**config.mk**
```make
export PLATFORM = sky130hd
export DESIGN_NAME = wc_tile_tx
export DESIGN_NICKNAME = d
export VERILOG_FILES = /design/src/rtl/wc_pkg.sv /design/src/rtl/wc_tile_buf.sv /design/src/rtl/wc_tile_tx.sv
export SDC_FILE = /design/constraint.sdc
export NUM_CORES = 1
export LEC_CHECK = 0
export CAP_MARGIN = 20
export CORE_ASPECT_RATIO = 0.8
export CORE_UTILIZATION = 50
export DETAILED_ROUTE_END_ITERATION = 8
export PLACE_DENSITY_LB_ADDON = 0.1
export SKIP_CTS_REPAIR_TIMING = 1
export SYNTH_ARGS = -nofsm -noshare
export SYNTH_HDL_FRONTEND = slang
export SYNTH_SLANG_ARGS = --single-unit
export TNS_END_PERCENT = 20
```
**constraint.sdc**
```tcl
create_clock -name clk -period 2.2 [get_ports clk]
set_clock_uncertainty 0.15 [all_clocks]
set_input_delay 0.22 -clock clk [delete_from_list [all_inputs] [get_ports clk]]
set_output_delay 0.22 -clock clk [all_outputs]
set_load 0.05 [all_outputs]
```
**src/rtl/wc_pkg.sv**
```systemverilog
// Shared constants and types for the Winograd-core tile transmitter:
// word geometry, framing words and the transmit FSM state encoding.
package wc_pkg;

  localparam int DW         = 10;
  localparam int NWORDS     = 16;
  localparam int IDXW       = 4;
  localparam int ROW_STRIDE = 4;
  localparam int NROWS      = NWORDS / ROW_STRIDE;

  localparam logic [DW-1:0] HDR    = 10'h3FF;
  localparam logic [DW-1:0] IDLE_W = 10'h000;

  typedef enum logic [1:0] {
    ST_IDLE,
    ST_HDR,
    ST_DATA
  } tx_state_e;

  // Row-major position of element (row, col) within a 4x4 tile.
  function automatic int word_index(input int row, input int col);
    return ROW_STRIDE * row + col;
  endfunction

endpackage

```
**src/rtl/wc_tile_buf.sv**
```systemverilog
// Shadow + active tile register pair. A tile is loaded into shadow; a transfer
// copies shadow into active and frees shadow. Active words are read by index.
module wc_tile_buf
  import wc_pkg::*;
(
  input  logic                 clk,
  input  logic                 rst,
  input  logic                 load,
  input  logic [DW*NWORDS-1:0] tile,
  input  logic                 xfer,
  input  logic [IDXW-1:0]      sel,
  output logic [DW-1:0]        word,
  output logic                 shadow_full
);

  logic [DW-1:0] tile_words [NWORDS];
  logic [DW-1:0] shadow_reg [NWORDS];
  logic [DW-1:0] active_reg [NWORDS];
  logic          full_reg;

  genvar gi, gj;
  generate
    for (gi = 0; gi < NROWS; gi++) begin : g_row
      for (gj = 0; gj < ROW_STRIDE; gj++) begin : g_col
        localparam int K = word_index(gi, gj);
        assign tile_words[K] = tile[DW*K +: DW];
      end
    end
  endgenerate

  // load and xfer are mutually exclusive: load needs shadow empty, xfer needs it full.
  always_ff @(posedge clk or negedge rst) begin
    if (!rst) begin
      full_reg <= 1'b0;
      for (int i = 0; i < NWORDS; i++) begin
        shadow_reg[i] <= '0;
        active_reg[i] <= '0;
      end
    end else begin
      if (load) begin
        shadow_reg <= tile_words;
        full_reg   <= 1'b1;
      end else if (xfer) begin
        active_reg <= shadow_reg;
        full_reg   <= 1'b0;
      end
    end
  end

  assign word        = active_reg[sel];
  assign shadow_full = full_reg;

endmodule

```
**src/rtl/wc_tile_tx.sv**
```systemverilog
// Host-side transmitter: serialises accepted 4x4 tiles onto D as
// header + 16 data words, back-to-back when a second tile is buffered.
module wc_tile_tx
  import wc_pkg::*;
#(
  parameter int CW = 16
) (
  input  logic                 clk,
  input  logic                 rst,
  input  logic                 in_valid,
  output logic                 in_ready,
  input  logic [DW*NWORDS-1:0] in_tile,
  output logic [DW-1:0]        D,
  output logic                 busy,
  output logic                 frame_done,
  output logic [CW-1:0]        frame_cnt
);

  localparam logic [IDXW-1:0] LAST = IDXW'(NWORDS - 1);

  tx_state_e       state_reg, state_next;
  logic [IDXW-1:0] idx_reg, idx_next, sel;
  logic [DW-1:0]   d_reg, d_next, word;
  logic [CW-1:0]   frame_cnt_reg, frame_cnt_next;
  logic            shadow_full, load, xfer;

  assign in_ready = ~shadow_full;
  assign load     = in_valid & ~shadow_full;

  wc_tile_buf u_buf (
    .clk         (clk),
    .rst         (rst),
    .load        (load),
    .tile        (in_tile),
    .xfer        (xfer),
    .sel         (sel),
    .word        (word),
    .shadow_full (shadow_full)
  );

  always_ff @(posedge clk or negedge rst) begin
    if (!rst) begin
      state_reg     <= ST_IDLE;
      idx_reg       <= '0;
      d_reg         <= IDLE_W;
      frame_cnt_reg <= '0;
    end else begin
      state_reg     <= state_next;
      idx_reg       <= idx_next;
      d_reg         <= d_next;
      frame_cnt_reg <= frame_cnt_next;
    end
  end

  // idx_reg is the index of the data word currently on D.
  always_comb begin
    state_next     = state_reg;
    idx_next       = idx_reg;
    d_next         = d_reg;
    frame_cnt_next = frame_cnt_reg;
    xfer           = 1'b0;
    sel            = '0;
    case (state_reg)
      ST_IDLE: begin
        d_next = IDLE_W;
        if (shadow_full) begin
          xfer       = 1'b1;
          d_next     = HDR;
          state_next = ST_HDR;
        end
      end
      ST_HDR: begin
        sel        = '0;
        d_next     = word;
        idx_next   = '0;
        state_next = ST_DATA;
      end
      ST_DATA: begin
        if (idx_reg != LAST) begin
          sel      = idx_reg + IDXW'(1);
          d_next   = word;
          idx_next = sel;
        end else begin
          frame_cnt_next = frame_cnt_reg + CW'(1);
          if (shadow_full) begin
            xfer       = 1'b1;
            d_next     = HDR;
            state_next = ST_HDR;
          end else begin
            d_next     = IDLE_W;
            state_next = ST_IDLE;
          end
        end
      end
      default: state_next = ST_IDLE;
    endcase
  end

  assign D          = d_reg;
  assign busy       = (state_reg != ST_IDLE) | shadow_full;
  assign frame_done = (state_reg == ST_DATA) && (idx_reg == LAST);
  assign frame_cnt  = frame_cnt_reg;

endmodule

```
# After elaboration in Yosys (flattened, before gate mapping)
# Cells that the tools add are included.
# word_totals
out_inout_bits	29
in_bits	163
register_bits	353
# op_classes
reduce_logical	10
add_sub_neg	2
bitwise_logic	6
mux	19
n_lt_le_gt_ge	1
eq_ne	7
# op_table
op	count
$bmux W10 S4	1
$mux W10	4
$pmux W10 S3	1
$add A16 B1 Y16 const B	1
$mux W4	3
$pmux W4 S2	1
$reduce_and A2 Y1	4
$pmux W2 S3	1
$reduce_bool A2 Y1	3
$ge A5 B5 Y1 const B	1
$mux W1	5
$not A4 Y5	1
$add A4 B1 Y4 const B	1
$eq A4 B4 Y1 const B	1
$mux W2	2
$ne A2 B2 Y1 const B	2
$ne A4 B4 Y1 const B	1
$not A1 Y1	3
$reduce_bool A3 Y1	1
$eq A2 B1 Y1 const B	1
$eq A2 B2 Y1 const B	1
$logic_not A2 Y1	1
$ne A2 B1 Y1 const B	1
$pmux W1 S2	1
other kinds (3)	3

# Longest topological paths before layout
# Gate-level depths: netlist of run 1.
# depth
ltp_word	9
depth_mapped	10
ltp_nobuf	8

# Modules after synthesis
# A second synthesis of run 1 with hierarchy kept.
# hier_totals
cells_unflattened	917
hier_area_um2	14659.1
# modules_own_cells
module	area_per_inst_um2	cells_each	instances
wc_tile_buf	13081.3	765	1
wc_tile_tx	1577.8	152	1

# Worst setup path before layout of run 1
# No wires, ideal clock.
# synth_path
path_type	flip-flop to flip-flop
start	register idx_reg[1]
end	register u_buf.active_reg[106] (netlist bit)
required_time_ns	1.925
arrival_time_ns	2.194
path_buffers	3
setup_time_ns	0.125
stages_incl_launch_ff	9
setup_slack_ns	-0.269
cell_sequence	dfrtp_1 -> ha_1 -> buf_4 -> nand4_2 -> inv_1 -> o21ai_2 -> buf_4 -> buf_2 -> mux2_2
# synth_between
elab_chain_len	4
# synth_rtl
item	line_no	source
start, declared	wc_tile_tx.sv:22	logic [IDXW-1:0] idx_reg, idx_next, sel;
start signal, assigned	wc_tile_tx.sv:49	idx_reg <= idx_next;
$ne A4 B4 Y1	wc_tile_tx.sv:79	if (idx_reg != LAST) begin
$mux W1	wc_tile_tx.sv:79	
$pmux W1 S2	wc_tile_tx.sv:63	case (state_reg)
$reduce_and A2 Y1 (no line)	-	
end signal, assigned	wc_tile_buf.sv:44	active_reg <= shadow_reg;
end, declared	wc_tile_buf.sv:18	logic [DW-1:0] active_reg [NWORDS];
# No other way between the ends.
# A chain may end at the register's enable or synchronous reset.

# Worst setup path in the final report of run 1
# layout_path
start	register idx_reg[1]
end	register u_buf.active_reg[107] (netlist bit)
# Same word-level chain as after synthesis.

==> out/summary.md, run 1 <==
The number of library cell types mapped by synthesis was 60; the area of the placeable core was 29,500 um^2. The iteration count of the initial detailed-routing pass is 5. Across all layers, the routed design uses 10,150 vias. After Yosys synthesis, full adders, half adders and majority gates account for 0.4975% of the synthesized area. For the finished layout, the period the worst path requires is 2.351 ns. The run gives 353 as the clock net sink count. The ratio of total power to cell area came out at 1576 nW/um^2. Dominant combinational cell family by area after synthesis: multiplexers. The cell count after synthesis is 1,069. The floorplan has 56 rows.

TritonCTS built the clock tree. For the leakage power of the design, the log shows 9.263 nW. The die is 157.4 um tall. Registers take 8835 um^2. Counting flops with a built-in enable in the synthesized netlist gives 0. Detailed placement ended at an HPWL of 26,530 um. The congestion estimate from routability-driven global placement came to 0.8977. The area growth from synthesis to layout is 39.48%.

For the area after detailed placement, the log shows 18,370 um^2. The final critical-path share of the clock period was 106.8%. The flow ran to the end, but the final reports show violations. In the global route stage, overall resource usage came out at 24.74%. The die covers 30,880 um^2. During I/O placement, the number of pins put on the boundary was 192. The post-synthesis compound-gate area fraction was 6.526%. At the placement stage, the worst setup path has a slack of -0.1365 ns. By count the netlist is led by dfrtp_1 (353), mux2_2 (324), buf_2 (38), o21ai_0 (35), nand2_1 (31). The tools report the initial antenna violation count as 0. The worst min-delay path category is primary input to async pin. The basic-gate share of the synthesized area counting and, or, nand and nor cells is 3.988%. From left edge to right edge, the die measures 196.2 um. The logs give 0 for the post-detailed-route DRC marker count and 1,238 for the net count after synthesis. In this run the number of H-tree levels came out at 2. In the routed layout, each cell is associated on average with a via count of 5.600. Data required time at the worst endpoint: 2.46 ns.

The aggregate routed wire length was 40,780 um; the total count of max-transition violations in the final report was 0. Ranked by total cell area, the synthesized netlist is headed by dfrtp_1 (59%), mux2_2 (24%), mux2i_1 (1.6%), a2bb2oi_1 (1.3%), buf_2 (1.3%). The library cell with the largest summed area after synthesis was dfrtp_1. Setup violations remaining at the end of the flow were counted as 169.

Static timing analysis puts the maximum clock frequency at 425.4 MHz. STA classifies the critical path endpoint as a flip-flop. The run gives 10,190 as the via count of the first global-routing pass. By startpoint and endpoint, the worst setup path is classified as flip-flop to flip-flop. Measured against its own limit, the worst slew margin works out to 58.79%.

STA classifies the critical path startpoint as a flip-flop. The maximum fanout encountered on the critical timing path is 7. No sink is reached through more buffers than the 3 on the longest clock path. The number of fill cells was 2,050.

The fraction of final layout cells sized beyond drive strength 1 was 41.58%; the wire length per cell was 22.49 um. After global routing the overflow that remains totals 0. The largest net degree at the start of global routing is 58.

The post-route worst setup slack is -0.1507 ns. dfrtp_1 is the most common cell in the netlist. The tools report the post-detailed-route count of antenna-violating nets as 0. The tools report the number of endpoints with negative hold slack in the final report as 0. The clock tree root driver cell was clkbuf_16.

Yosys printed 0 warnings. Data on the critical path arrives at its endpoint at 2.62 ns. The first global-routing pass estimated 58,280 um of wire. For the proportion of synthesized chip area in sequential cells, the log shows 58.54%.

Setup repair after global routing could not meet its margin everywhere. Counting flops and latches in the post-synthesis netlist gives 353. Summing every instance area after synthesis gives 15,090 um^2. The starting density of the core is 51.15%, and the count of input and output buffers is 191.

The synthesized netlist devotes 0.9784% of its cell area to XOR and XNOR gates. The mean post-synth cell area was 14.12 um^2. The repair_antennas step left the layout with diodes totalling 0.

Across the run, the number of max-cap violations was 0. The area share of the largest cell type after synthesis was 58.54%. For this block, the initial DRC count from the detailed router was 599.

Counting flops with an async set or reset pin after synthesis yields a share of 100.0%. The portion of synthesized area spent on multiplexers is 26.97%. Slew at the pin closest to its max-slew limit: 0.6162 ns. The clock edge transition at the registers on the reported setup and hold paths is 0.06 ns, and the clock buffer count from CTS is 37.

The net count of the finished layout is 1,548. The most used flip-flop cell after synthesis was dfrtp_1. After routing the design area is 21,050 um^2.

The largest voltage drop on the vdd net is 0.7224 mV, and the clock insertion delay at the later pin of the skew report is 0.53 ns. The tools report the area of the multi-input gates as 6549 um^2. The checks that failed: setup timing.
cell families after synthesis:
| logic type | count (synthesis) |
|---|---|
| mux | 356 |
| flops | 353 |
| simple gates | 118 |
| buf+inv | 76 |
| compound gates | 144 |
| fa+ha+maj | 6 |
| xor+xnor | 16 |
per-layer routing:
layer	GRT usage [%]	part of all wire, %	vias to the layer above
met3	5.057	5.4	75
li1	-	-	4562
met4	6.101	2.2	0
met5	0	0	-
met2	38.72	46	303
met1	35.47	46	5213
critical path, stage by stage, from the launching register on:
cell        delay [ns]
dfrtp_1           0.42
ha_4              0.18
buf_8             0.13
nand4_4           0.11
clkinvlp_4        0.10
buf_6             0.12
o21ai_4           0.20
buf_6             0.16
buf_12            0.15
clkbuf_16         0.17
mux2_2            0.33
path summary, 6_finish.rpt:
check / start / end / slack (ns) / cells past startpoint
setup reg to reg: idx_reg[1] / u_buf.active_reg[107] / -0.15 / 10
setup / recovery: idx_reg[1] / u_buf.active_reg[107] / -0.15 / 10
max in group asynchronous: rst / u_buf.active_reg[145] / 1.05 / 3
hold / removal: rst / frame_cnt[15] / 0.08 / 2
min in group clk: in_tile[82] / u_buf.shadow_reg[72] / 0.14 / 2
hold reg to reg: frame_cnt[15] / frame_cnt[15] / 0.33 / 1
power breakdown:
| part | total, mW | internal (mW) | leakage, nW | switching (mW) |
|---|---|---|---|---|
| clock network | 6.90 | 4.29 | 0.673 | 2.61 |
| registers | 12.1 | 9.77 | 4.19 | 2.31 |
| logic | 14.2 | 8.54 | 4.40 | 5.64 |
| total | 33.2 | 22.6 | 9.26 | 10.6 |
final cells by class:
type	instances	area share (%)
Sequential cell	353	41.98
Timing Repair Buffer	337	17.86
Multi-Input combinational cell	640	31.12
Inverter	10	0.2140
Tap cell	406	2.414
Clock inverter	22	1.534
Clock buffer	45	4.887
stage by stage:
stage	std cells	util, %	hold WS, ns	setup TNS [ns]	power, mW
2_1_floorplan	1069	-	-0.2256	-18.71	18.84
3_3_place_gp	1713	62.28	0.03263	-0.9702	22.66
3_5_place_dp	1713	62.28	0.03623	-6.387	22.94
4_1_cts	1780	66.86	-0.5151	-8.789	29.94
5_1_grt	1813	71.35	0.1061	-23.21	34.72
6_report	1813	71.35	0.08237	-16.65	33.16
cell usage in the layout (no fill, tap or decap), drive strengths merged, types with 6 or more instances in the layout:
cell type      synthesis  layout
a21oi                 19      19
a2bb2oi               23      23
a31oi                 21      21
a32oi                  8       8
buf                   49     135
bufinv                 0       8
clkbuf                17      61
clkdlybuf4s50          0     180
clkinv                 1      12
dfrtp                353     353
ha                     6       6
inv                    9       9
mux2                 324     324
mux2i                 24      24
mux4                   8       8
nand2                 32      32
nand3                 10      10
nor2                  23      23
nor3                  11      11
nor4                   8       8
o211ai                 9       9
o21ai                 37      37
xnor2                 11      11
Power figures use the tool's default switching activity.
==> run 2, diff against run 1 <==
--- a/config.mk
+++ b/config.mk
@@ -7,6 +7,7 @@
 export LEC_CHECK = 0
 export CAP_MARGIN = 20
 export CORE_ASPECT_RATIO = 0.8
+export CORE_MARGIN = 4
 export CORE_UTILIZATION = 50
 export DETAILED_ROUTE_END_ITERATION = 8
 export PLACE_DENSITY_LB_ADDON = 0.1
==> out/summary.md, run 2 (same netlist as run 1, synthesis figures left out) <==
TritonCTS built the clock tree. The number of nets in the layout is 1,559 (+0.71%), and the vertical extent of the die is 163.4 um (+3.8%). The wire length per cell came out at 20.85 um (-7.3%).

The placer congestion estimate is 0.9580 (+6.7%), and the portion of total power attributed to sequential cells is 39.3% (+2.9 points). The checks that failed: setup timing. The switching part of the total power was 31.72% (-0.13 points). The worst min-delay path category is primary input to async pin.

The tools report the post-detailed-route DRC marker count as 0 (unchanged). The tools report the type of destination of the critical path as a flip-flop. The number of vias after detailed routing was 9,972 (-1.8%).

The count of input and output buffers came out at 191 (unchanged). The tools report the largest voltage drop on the vdd net as 0.6877 mV (-4.8%). The starting density of the core was 51.15% (unchanged); the maximum count of clock buffers along a single path was 3 (unchanged).

Overall power of the completed layout: 29.89 mW (-9.9%). For the aggregate routed wire length, the log shows 37,940 um (-7.0%). The tools report the count of maximum capacitance violations as 0 (unchanged). The run gives 33,040 um^2 (+7.0%) as the area of the die. The largest net degree at the start of global routing is 65 (+12%). The clock insertion delay at the later pin of the skew report is 0.54 ns (about the same), and the clock buffer count from CTS is 36 (-2.7%). The run finished, with violations left.

The internal portion of total power came out at 20.41 mW (-9.7%). The number of antenna repair diodes was 0 (unchanged); the total count of max-transition violations in the final report was 0 (unchanged). The area added between synthesis and finish was 33.99%; the number of endpoints with negative hold slack in the final report was 0 (unchanged). The fraction of final layout cells sized beyond drive strength 1 came out at 41.94% (+0.36 points). Tracing the worst setup path back leads to its startpoint at idx_reg[0]. The CTS H-tree depth was 2 (unchanged); the maximum achievable frequency was 419.7 MHz (-1.3%). The width of the die was 202.2 um (+3.1%). The tools report the tightest slew margin relative to the limit as 60.14% (+1.4 points). The worst flop-to-flop path startpoint is idx_reg[0]. For the post-detailed-route count of antenna-violating nets, the log shows 0 (unchanged).

The clock tree root driver cell was clkbuf_16. The final critical-path share of the clock period came out at 108.3% (+1.5 points). The tools report the endpoint of the worst register-to-register path as D[4]. The initial antenna violation count is 0 (unchanged). The number of I/O pins is 192 (unchanged). The logs give 0 (unchanged) for the total congestion overflow and 565 (-5.7%) for the number of DRC violations after detailed-routing iteration 0. The minimum period implied by the final worst setup slack works out to 2.383 ns (+0.03209 ns). The combinational share of power is 39.8% (-3.0 points). The nature of the critical path startpoint is a flip-flop. The run gives 1,820 (+0.39%) as the number of cells in the finished layout apart from fillers. For the clock net sink count, the log shows 353 (unchanged). The logs give 56 (unchanged) for the number of core rows and 10,290 (+1.0%) for the via count of the first global-routing pass. The run gives 8.525 nW (-8.0%) as the leakage power of the design. The switching power was 9.482 mW (-10%).

The clock edge transition at the registers on the reported setup and hold paths came out at 0.07 ns (about the same). The iteration count of the initial detailed-routing pass was 5 (unchanged); the post-route worst setup slack was -0.1828 ns (-0.03209 ns). The ratio of total power to cell area is 1479 nW/um^2 (-6.2%). Setup repair after global routing could not meet its margin everywhere. The post-placement setup slack is -0.4357 ns (-0.2992 ns). Leaving out fill and tap cells, the most frequent cell in the layout is dfrtp_1.

The number of placed instances with taps included was 1,737 (+1.4%); the fraction of the core area covered by cells at the end of the flow was 68.54% (-2.8 points). The all-layer global routing usage was 22.72% (-2.0 points). The critical path data arrival time was 2.63 ns (about the same).

The area of the placeable core came out at 29,500 um^2 (unchanged). The average vias per placed instance works out to 5.479 (-2.2%). The slew at the pin closest to its max-slew limit was 0.5960 ns (-0.02021 ns). Setup violation total in the final timing report: 9 (-95%).

The critical path is of the flip-flop to flip-flop type. The maximum fanout encountered on the critical timing path was 5 (-2); the detailed placement HPWL was 26,860 um (+1.2%). For the portion of total power attributed to the clock network, the log shows 20.9% (about the same). The depth of the most critical reg-to-reg path works out to 8 (-2). The top cell types in the final layout, fill and taps aside, are dfrtp_1 (352), mux2_2 (320), clkdlybuf4s50_1 (181).

The run gives -0.18 ns (-0.03 ns) as the register-to-register path setup slack. The logs give 58,960 um (+1.2%) for the global-route wire length before repair and 2.44 ns (-0.02 ns) for the data required time at the worst endpoint. The worst hold slack is 0.05623 ns (-0.02614 ns).
## run 2: changes by cell type in the layout (fill, tap and decap cells not counted), moves of 4 or more
cell,previous run,this run
buf_4,90,124
mux2_2,202,320
clkbuf_16,55,40
clkinv_2,11,3
a32oi_2,2,6
clkbuf_8,3,10
buf_16,5,1
mux2_4,122,4
bufinv_16,8,2
nor4_1,4,8
a32oi_1,6,2
## run 2: final cells by class
class	count	area, um^2
repair buffers	349	3490
flip-flops and latches	353	8835
clock inverters	10	122.6
clock buffers	52	1104
inverters	10	41.29
multi-input cells	640	6118
fillers	2153	9280
well taps	406	508.0
## run 2: worst max-delay path by stage
stage	end	slack [ns]	depth (start not counted)
2_1_floorplan	u_buf.active_reg[0]	-0.14	8
3_3_place_gp	D[4]	-0.39	7
3_5_place_dp	D[4]	-0.44	7
4_1_cts	D[4]	-0.47	7
5_1_grt	D[4]	-0.20	10
6_report	D[4]	-0.18	8
## run 2: layer usage
layer,GRT usage [%],part of all wire (%),vias to the layer above,wire length [um]
met4,5.275,1.7,0,661
met2,35.37,47,254,17730
met3,3.851,5.3,50,2018
li1,-,-,4570,-
met1,33.90,46,5098,17530
met5,0,0,-,0
## run 2: power by group through the flow
stage               Clock (mW)  Sequential, mW  Combinational (mW)
floorplan                    0            11.2                7.63
global placement             0            11.7                11.1
detailed placement           0            11.8                11.4
CTS                       6.40            11.7                11.4
global route              6.67            12.1                12.8
finish                    6.25            11.8                11.9
## run 2: stage by stage
| step | setup TNS [ns] | cell area, um^2 |
|---|---|---|
| after floorplan | -18.71 | 15160 |
| after global placement | -7.882 | 18520 |
| after detailed placement | -13.09 | 18520 |
| after CTS | -17.63 | 19750 |
| after global routing | -3.277 | 20220 |
| final | -0.7474 | 20220 |
## run 2: worst max-delay path, stage by stage, from the launching register on
cell     delay, ns
dfrtp_2       0.43
ha_4          0.32
nand2_4       0.07
buf_6         0.12
nor2_4        0.24
buf_12        0.17
mux4_2        0.33
a32oi_2       0.28
a31oi_1       0.13
==> run 3, diff against run 2 <==
--- a/config.mk
+++ b/config.mk
@@ -7,8 +7,9 @@
 export LEC_CHECK = 0
 export CAP_MARGIN = 20
 export CORE_ASPECT_RATIO = 0.8
-export CORE_MARGIN = 4
+export CORE_MARGIN = 2
 export CORE_UTILIZATION = 50
+export CTS_CLUSTER_SIZE = 14
 export DETAILED_ROUTE_END_ITERATION = 8
 export PLACE_DENSITY_LB_ADDON = 0.1
 export SKIP_CTS_REPAIR_TIMING = 1
==> out/summary.md, run 3 (same netlist as run 1, synthesis figures left out) <==
The run finished, with violations left. The final reports fail on setup timing. The initial antenna violation count was 0 (unchanged). For the detailed placement HPWL, the log shows 26,790 um (-0.26%).

The iteration count of the initial detailed-routing pass is 6 (+1), and the average vias per placed instance is 5.507 (+0.52%). The clock net sink count came out at 353 (unchanged). The wire length per cell is 20.76 um (-0.42%). The all-layer global routing usage is 23.77% (+1.1 points). STA classifies the critical path startpoint as a flip-flop. The count of maximum capacitance violations came out at 0 (unchanged). The tools report the total congestion overflow as 0 (unchanged).

The category of the critical setup timing path was flip-flop to flip-flop. The CTS H-tree depth was 2 (unchanged); the number of nets in the layout was 1,543 (-1.0%). The run gives 81 (+25%) as the largest net degree at the start of global routing.

The maximum achievable frequency was 452.2 MHz (+7.7%). The maximum count of clock buffers along a single path came out at 3 (unchanged). The slew at the pin closest to its max-slew limit came out at 0.5957 ns (-0.0003648 ns). The count of input and output buffers came out at 191 (unchanged). The tree is rooted in a clkbuf_16.

The run gives 192 (unchanged) as the number of I/O pins. The number of cells in the finished layout apart from fillers was 1,807 (-0.71%); the register-to-register path setup slack was -0.01 ns (+0.17 ns). The tools report the startpoint of the worst setup timing path as idx_reg[0]. Relative to the synthesized area, the layout overhead comes to 34.73%. In the layout the commonest cells are dfrtp_1 (352), mux2_2 (306), clkdlybuf4s50_1 (179).

The number of DRC violations after detailed-routing iteration 0 came out at 607 (+7.4%). The logs give 68.92% (+0.38 points) for the fraction of the core area covered by cells at the end of the flow and 0 (unchanged) for the number of endpoints with negative hold slack in the final report. The run gives 56 (unchanged) as the number of core rows. The depth of the most critical reg-to-reg path is 9 (+1), and the post-detailed-route count of antenna-violating nets is 0 (unchanged).

The data required time at the worst endpoint was 2.50 ns (+0.06 ns). The portion of total power attributed to sequential cells is 38.7% (-0.6 points). The largest voltage drop on the vdd net is 0.7407 mV (+7.7%). TritonCTS built the clock tree. Setup repair after global routing could not meet its margin everywhere. For the portion of total power attributed to the clock network, the log shows 21.7% (+0.8 points). The maximum fanout encountered on the critical timing path came out at 8 (+3). Leaving out fill and tap cells, the most frequent cell in the layout is dfrtp_1. The ratio of total power to cell area was 1499 nW/um^2 (+1.4%); the post-route worst setup slack was -0.01162 ns (+0.1711 ns). The logs give 37 (+2.8%) for the clock buffer count from CTS and 10,240 (-0.51%) for the via count of the first global-routing pass. For the starting density of the core, the log shows 51.15% (unchanged). The tools report the endpoint of the worst register-to-register path as D[0]. The internal portion of total power was 20.75 mW (+1.7%).

The combinational share of power came out at 39.6% (-0.2 points). The clock edge transition at the registers on the reported setup and hold paths was 0.07 ns (about the same). The worst setup path is captured at a flip-flop. The post-placement setup slack is -0.1377 ns (+0.2980 ns).

The logs give 29,500 um^2 (unchanged) for the area of the placeable core and 1 (-8) for the setup violation total in the final timing report. The post-detailed-route DRC marker count came out at 0 (unchanged). The area of the die was 31,590 um^2 (-4.4%). The fraction of final layout cells sized beyond drive strength 1 is 41.83% (-0.11 points). The minimum period implied by the final worst setup slack was 2.212 ns (-0.1711 ns); the leakage power of the design was 8.604 nW (+0.93%). The logs give 37,510 um (-1.1%) for the aggregate routed wire length and 60.16% (about the same) for the tightest slew margin relative to the limit.

The tools report the total count of max-transition violations in the final report as 0 (unchanged). The logs give 2.51 ns (-0.12 ns) for the critical path data arrival time and 0.9301 (-2.9%) for the placer congestion estimate. The vertical extent of the die works out to 159.4 um (-2.4%). The width of the die came out at 198.2 um (-2.0%). The number of placed instances with taps included is 1,723 (-0.81%). The worst flop-to-flop path startpoint is idx_reg[0]. The number of vias after detailed routing was 9,952 (-0.20%); the final critical-path share of the clock period was 100.5% (-7.8 points). The tools report the number of antenna repair diodes as 0 (unchanged). The path class of the tightest hold or removal check is primary input to async pin. The global-route wire length before repair was 57,950 um (-1.7%); the switching part of the total power was 31.90% (+0.18 points). The run gives 9.723 mW (+2.5%) as the switching power. The run gives 0.54 ns (about the same) as the clock insertion delay at the later pin of the skew report.
## run 3: changes by cell type in the layout (fill, tap and decap cells not counted), sizes merged
cell and change:
buf -19, dlymetal6s2s +1, clkbuf +2, clkdlybuf4s50 -2, bufinv +3, clkinv +2, clkinvlp -1, inv +1
## run 3: worst max-delay path by stage
stage,endpoint,slack [ns],cells after the start
2_1_floorplan,u_buf.active_reg[0],-0.14,8
3_3_place_gp,D[3],-0.07,9
3_5_place_dp,D[4],-0.14,9
4_1_cts,frame_done,-0.20,8
5_1_grt,D[0],-0.07,10
6_report,D[0],-0.01,9
## run 3: per-layer routing
| metal | part of all wire (%) | vias up | global-route usage [%] |
|---|---|---|---|
| met2 | 46 | 256 | 36.33 |
| met1 | 47 | 5106 | 35.12 |
| met4 | 1.7 | 0 | 5.297 |
| met3 | 5.4 | 49 | 4.829 |
| met5 | 0 | - | 0 |
| li1 | - | 4541 | - |
## run 3: layout make-up
cell class / instances / area [um^2]
inverters: 10 / 45.04
fillers: 2159 / 9169
flip-flops and latches: 353 / 8835
well taps: 406 / 508.0
multi-input cells: 640 / 6197
repair buffers: 332 / 3451
clock inverters: 15 / 235.2
clock buffers: 51 / 1059
## run 3: power by group through the flow
| stage | Sequential, mW | Clock [mW] | Combinational (mW) |
|---|---|---|---|
| global route | 12.2 | 7.02 | 12.9 |
| finish | 11.8 | 6.61 | 12.1 |
| floorplan | 11.2 | 0 | 7.63 |
| detailed placement | 11.9 | 0 | 11.2 |
| CTS | 11.8 | 6.73 | 11.3 |
| global placement | 11.8 | 0 | 11.0 |
## run 3: metrics by stage
stage | hold slack, ns | setup TNS (ns) | total power, mW | cell area, um^2
final | 0.002473 | -0.01162 | 30.47 | 20330
after global routing | 0.01674 | -1.931 | 32.13 | 20330
after CTS | -0.5963 | -4.661 | 29.78 | 19740
after detailed placement | -0.03174 | -2.655 | 23.08 | 18440
after global placement | -0.03208 | -0.5067 | 22.77 | 18440
after floorplan | -0.2256 | -18.71 | 18.84 | 15160
## run 3: worst max-delay path: stages (launching register included)
cell and delay, ns:
dfrtp_2 0.42, ha_4 0.16, buf_6 0.13, buf_6 0.13, xor2_4 0.24, buf_6 0.13
and3_4 0.17, o21ai_2 0.05, a2111o_1 0.43, o211ai_1 0.10
